==> src/rtl/cpu_types_pkg.sv <==
// rtl/cpu_types_pkg.sv - shared CPU types: word, fetch state, fetch buffer entry
package cpu_types_pkg;

    typedef logic [31:0] word_t;

    typedef enum logic [1:0] {
        FETCH,
        FULL,
        HALTED
    } fetch_state_t;

    typedef struct packed {
        word_t instr;
        word_t npc;
    } fetch_entry_t;

    localparam int FETCH_DEPTH = 2;

endpackage

==> src/rtl/fetch_buffer.sv <==
// rtl/fetch_buffer.sv - small synchronous FIFO of fetched words; flush beats push and pop
module fetch_buffer
    import cpu_types_pkg::*;
#(
    parameter int DEPTH = FETCH_DEPTH,
    parameter int CW    = $clog2(DEPTH + 1)
) (
    input  logic         CLK,
    input  logic         RST,
    input  logic         push,
    input  logic         pop,
    input  logic         flush,
    input  fetch_entry_t din,
    output fetch_entry_t head,
    output logic [CW-1:0] count
);

    localparam int PW = (DEPTH > 1) ? $clog2(DEPTH) : 1;

    fetch_entry_t   r_mem [DEPTH];
    logic [PW-1:0]  r_rd;
    logic [PW-1:0]  r_wr;
    logic [CW-1:0]  r_count;
    logic           w_do_push;
    logic           w_do_pop;

    function automatic logic [PW-1:0] ptr_inc(input logic [PW-1:0] p);
        return (p == PW'(DEPTH - 1)) ? '0 : p + 1'b1;
    endfunction

    // A push into a full buffer is only legal when the head leaves in the same cycle.
    assign w_do_push = push && ((r_count != CW'(DEPTH)) || pop);
    assign w_do_pop  = pop && (r_count != '0);

    always_ff @(posedge CLK) begin
        if (RST || flush) begin
            r_rd    <= '0;
            r_wr    <= '0;
            r_count <= '0;
        end else begin
            if (w_do_push) r_wr <= ptr_inc(r_wr);
            if (w_do_pop)  r_rd <= ptr_inc(r_rd);
            r_count <= r_count + CW'(w_do_push) - CW'(w_do_pop);
        end
    end

    always_ff @(posedge CLK) begin
        if (w_do_push && !flush) r_mem[r_wr] <= din;
    end

    assign head  = r_mem[r_rd];
    assign count = r_count;

endmodule

==> src/rtl/instr_fetch_unit.sv <==
// rtl/instr_fetch_unit.sv - PC owner and 2-deep instruction prefetcher feeding decode
// Optional perf counters (fetch_cnt, stall_cnt) when IFETCH_PERF_EN is defined.
module instr_fetch_unit
    import cpu_types_pkg::*;
#(
    parameter word_t PC_INIT = 32'h0000_0000,
    parameter int    DEPTH   = FETCH_DEPTH
) (
    input  logic        CLK,
    input  logic        RST,
    input  logic        ihit,
    input  logic [31:0] iload,
    output logic        iREN,
    output logic [31:0] iaddr,
    output logic [31:0] instr,
    output logic [31:0] npc,
    output logic        instr_valid,
    input  logic        instr_ready,
    input  logic        halt,
    input  logic        redirect,
    input  logic [31:0] redirect_pc,
`ifdef IFETCH_PERF_EN
    output logic [31:0] fetch_cnt,
    output logic [31:0] stall_cnt,
`endif
    output logic        halted
);

    localparam int CW = $clog2(DEPTH + 1);

    fetch_state_t  r_state;
    fetch_state_t  w_state_next;
    word_t         r_pc;
    word_t         w_pc_next;
    logic          w_push;
    logic          w_pop;
    logic          w_flush;
    logic          w_consume;
    logic [CW-1:0] w_count;
    logic [CW-1:0] w_count_next;
    fetch_entry_t  w_head;
    fetch_entry_t  w_din;

    fetch_buffer #(.DEPTH(DEPTH), .CW(CW)) u_buf (
        .CLK   (CLK),
        .RST   (RST),
        .push  (w_push),
        .pop   (w_pop),
        .flush (w_flush),
        .din   (w_din),
        .head  (w_head),
        .count (w_count)
    );

    assign w_consume   = instr_valid && instr_ready;
    assign w_din       = '{instr: iload, npc: r_pc + 32'd4};
    assign w_count_next = w_count + CW'(w_push) - CW'(w_pop);

    // Halt beats redirect, redirect beats any fetch or consume in the same cycle.
    always_comb begin
        w_state_next = r_state;
        w_pc_next    = r_pc;
        w_push       = 1'b0;
        w_pop        = 1'b0;
        w_flush      = 1'b0;
        if (r_state == HALTED) begin
            w_flush = 1'b1;
        end else if (w_consume && halt) begin
            w_flush      = 1'b1;
            w_state_next = HALTED;
        end else if (redirect) begin
            w_flush      = 1'b1;
            w_pc_next    = redirect_pc & ~32'h3;
            w_state_next = FETCH;
        end else begin
            w_push = ihit && (r_state == FETCH);
            w_pop  = w_consume;
            if (w_push) w_pc_next = r_pc + 32'd4;
            w_state_next = (w_count_next == CW'(DEPTH)) ? FULL : FETCH;
        end
    end

    always_ff @(posedge CLK) begin
        if (RST) begin
            r_state <= FETCH;
            r_pc    <= PC_INIT & ~32'h3;
        end else begin
            r_state <= w_state_next;
            r_pc    <= w_pc_next;
        end
    end

    assign iREN        = (r_state == FETCH) && !RST;
    assign iaddr       = r_pc;
    assign instr_valid = (w_count != '0);
    assign instr       = instr_valid ? w_head.instr : 32'h0;
    assign npc         = instr_valid ? w_head.npc : 32'h0;
    assign halted      = (r_state == HALTED);

`ifdef IFETCH_PERF_EN
    logic [31:0] r_fetch_cnt;
    logic [31:0] r_stall_cnt;

    always_ff @(posedge CLK) begin
        if (RST) begin
            r_fetch_cnt <= '0;
            r_stall_cnt <= '0;
        end else if (r_state != HALTED) begin
            if (w_consume)     r_fetch_cnt <= r_fetch_cnt + 32'd1;
            if (iREN && !ihit) r_stall_cnt <= r_stall_cnt + 32'd1;
        end
    end

    assign fetch_cnt = r_fetch_cnt;
    assign stall_cnt = r_stall_cnt;
`endif

endmodule

==> config.mk <==
export PLATFORM = sky130hd
export DESIGN_NAME = instr_fetch_unit
export DESIGN_NICKNAME = d
export VERILOG_FILES = /design/src/rtl/cpu_types_pkg.sv /design/src/rtl/fetch_buffer.sv /design/src/rtl/instr_fetch_unit.sv
export SDC_FILE = /design/constraint.sdc
export NUM_CORES = 1
export LEC_CHECK = 0
export CORE_AREA = 2 2 170 105
export CTS_CLUSTER_DIAMETER = 200
export CTS_CLUSTER_SIZE = 14
export DETAILED_ROUTE_END_ITERATION = 6
export DIE_AREA = 0 0 172 107
export GPL_ROUTABILITY_DRIVEN = 0
export HOLD_SLACK_MARGIN = 0.03
export MAX_ROUTING_LAYER = met4
export PLACE_DENSITY = 0.72
export SLEW_MARGIN = 0
export SYNTH_ARGS = -nofsm -noshare
export SYNTH_HDL_FRONTEND = slang
export SYNTH_SLANG_ARGS = --single-unit
==> constraint.sdc <==
create_clock -name CLK -period 14.3 [get_ports CLK]
set_input_delay 2.86 -clock CLK [delete_from_list [all_inputs] [get_ports CLK]]
set_output_delay 2.86 -clock CLK [all_outputs]
set_load 0.005 [all_outputs]
==> impl_metrics.toml <==
[yosys]
yosys_warnings = 0
syn_inst = 608
synth_area_leader_cell = "edfxtp_1"
synth_area_leaders = "edfxtp_1, dfxtp_1, mux2i_1, nor2_1, xnor2_1"
synthesis.area_sq_um = 7290
synth_edf_count = 124
postSynthAreaPerCell_sq_um = 12.0
synth_top_area_share = 0.511
synthDistinctLibCells = 58
ys_async_sr_fraction = 0
synth_top_flop_cell = "edfxtp_1"
synth-seq-cells = 161
ys_seq_area_frac = 0.613

[cts]
clk_pin_slew_worst_paths_ns = 0.07
ctsHtreeMaxLevel = 4
root_buffer = "clkbuf_16"
cts_tree = "built"
cts-resized-gates = 0
insertion_delay_ns = 0.42
cts_sinks = 161
cts_buffers = 17
cts_max_path_buffers = 2
post_cts_buffers = 0
cts_hold_buf = 0

[timing]
finClkSkew_ns = 0.00963
min_period_ns = 7.08
fmax_mhz = 141
rsz0062_at_grt = "no"
worstMarginPinSlew_ns = 1.13
drv_slew = 0
post-route-period-util = 0.495
finalHoldViolCount = 0
maxSlewHeadroom = 0.248
setup_tns_ns = 0
setup_viol = 0
fin_ws_ns = 7.22
hold-worst-slack_ns = 0.524

[layout]
antennaDiodeCount = 0
fillCellCount = 1396
nets = 832
drive_gt1_frac = 0.0714
regArea_sq_um = 4470
area_delta_synth_final_pct = 32.8
final_area_sq_um = 9670
multi_input_area_sq_um = 2620

[floorplan]
fp.coreArea_sq_um = 16900
ios = 169
die_x_microns = 172
die_h_microns = 107
dieArea_sq_um = 18400
start_util = 0.432
row_count = 37

[global_route]
grt_pass1_vias = 5381
grt_max_degree = 63
grt-ovfl-total = 0
antenna_found_initial = 0
grt_usage = 0.213
grt_first_pass_wirelength_microns = 28700

[run]
maxCapViolations = 0

[power_and_ir_drop]
seq_power_share = 0.496
p_comb_frac = 0.098
p_int_mw = 0.824
power_leakage_nw = 3.25
p_sw_mw = 0.265
switching_share = 0.243
p_per_area_nw_per_um2 = 113
p_clk_frac = 0.406
peakVddDrop_mv = 0.0758

[setup_path]
worst_path_most_repeated_cell = "clkdlybuf4s50_1"
critPathRequiredTime_ns = 11.44
crit_arrival_ns = 4.22
slowest_stage = "clkdlybuf4s50_1"
endpoint_kind = "primary output"
start_kind = "primary input"
worstPathCellList = "clkdlybuf4s50_1 -> buf_4 -> nor3_1 -> clkdlybuf4s50_1"
critical_path_buf_inv_count = 3
cp_max_fo = 31
crit_path_max_incr_delay_ns = 0.53
critical_path_class = "in -> out"
cpLargestDelayFamily = "buffers and inverters"

[drt]
drc_errors = 0
drtIter0Drc = 401
post_drt_via_cell_ratio = 5.41
drt_wl_total_microns = 18800
vias = 5428
wl_per_cell_microns = 18.7
drt.antenna.violating_nets = 0
firstDrtPassIters = 5

[run_status]
status = "finished clean"

[placed_design]
port-buffer-count = 162
detailedPlace.worstSlack_ns = 7.22
placed_area_sq_um = 9100
dp_hpwl_microns = 12800

[worst_hold_path]
hold_class = "reg -> reg"
[cell type report]
class | count | area share
Clock buffer | 17 | 0.0440
Sequential cell | 161 | 0.462
Inverter | 14 | 0.00543
Clock inverter | 15 | 0.0154
Multi-Input combinational cell | 395 | 0.271
Timing Repair Buffer | 168 | 0.172
Tap cell | 234 | 0.0303
[routing by layer]
metal / GRT usage / vias up / part of all wire
met4: 0.0564 / 0 / 0.0082
met5: - / - / 0
li1: - / 2531 / -
met3: 0.0539 / 17 / 0.095
met1: 0.301 / 2623 / 0.46
met2: 0.307 / 257 / 0.43
[cells by family (layout without fill, tap and decap cells)]
group                    after synthesis  after routing  share of synthesized area
other                                  1              4                   0.000515
XOR/XNOR                              34             34                     0.0409
flip-flops                           161            161                      0.613
AO/OA/AOI/OAI                         87             87                     0.0847
AND/OR/NAND/NOR                      202            202                      0.135
adder cells (fa/ha/maj)                5              5                    0.00859
multiplexers                          63             63                     0.0866
buffers and inverters                 55            214                     0.0309
[worst paths after layout]
path               from            endpoint  slack, ns  depth (start not counted)
max reg2reg  r_state[1]  u_buf.r_mem[1][19]      10.87                          4
max                 RST                iREN       7.22                          4
min reg2reg  u_buf.r_rd          u_buf.r_rd       0.52                          2
min          u_buf.r_rd          u_buf.r_rd       0.52                          2
[synthesized netlist by cell type (9+ instances only)]
cell,instances
xnor2_1,25
nand3_1,21
a22oi_1,11
clkbuf_1,32
mux2i_1,63
a21oi_1,12
nor2_1,99
inv_1,14
nand2_1,28
o21ai_0,15
xor2_1,9
edfxtp_1,124
dfxtp_1,37
[stage by stage]
stage	cells	utilization	power, mW
after floorplan	611	-	0.595
after global placement	972	0.540	0.652
after detailed placement	972	0.540	0.656
after CTS	1004	0.574	1.10
after global routing	1004	0.574	1.12
final	1004	0.574	1.09
[worst reg2reg max path: stages (launching register included)]
cell,delay (ns)
dfxtp_1,0.36
nor4b_2,0.63
a21boi_0,0.60
and4_2,0.92
buf_4,0.56
[registers in the layout (all words and copies together), names as in the netlist, named ones only]
name and flops:
u_buf.r_rd 1, u_buf.r_mem 124, u_buf.count 2, u_buf.r_wr 1, iaddr 30, r_state 2
[placed cells by master (no fill, tap or decap), types with 12 or more instances in the layout]
cell type        netlist  layout
a21oi_1               12      12
nor2_1                99      98
clkdlybuf4s50_1        0     161
nand2_1               28      28
edfxtp_1             124     124
dfxtp_1               37      36
inv_1                 14      14
nand3_1               21      21
o21ai_0               15      15
clkbuf_16              0      17
xnor2_1               25      25
mux2i_1               63      63
[power by group through the flow]
stage	combinational (mW)	clock (mW)	sequential (mW)
6_report	0.107	0.443	0.540
5_1_grt	0.116	0.466	0.542
4_1_cts	0.107	0.450	0.540
3_5_place_dp	0.106	0	0.550
3_3_place_gp	0.103	0	0.548
2_1_floorplan	0.0509	0	0.544
Power figures use the tool's default switching activity.
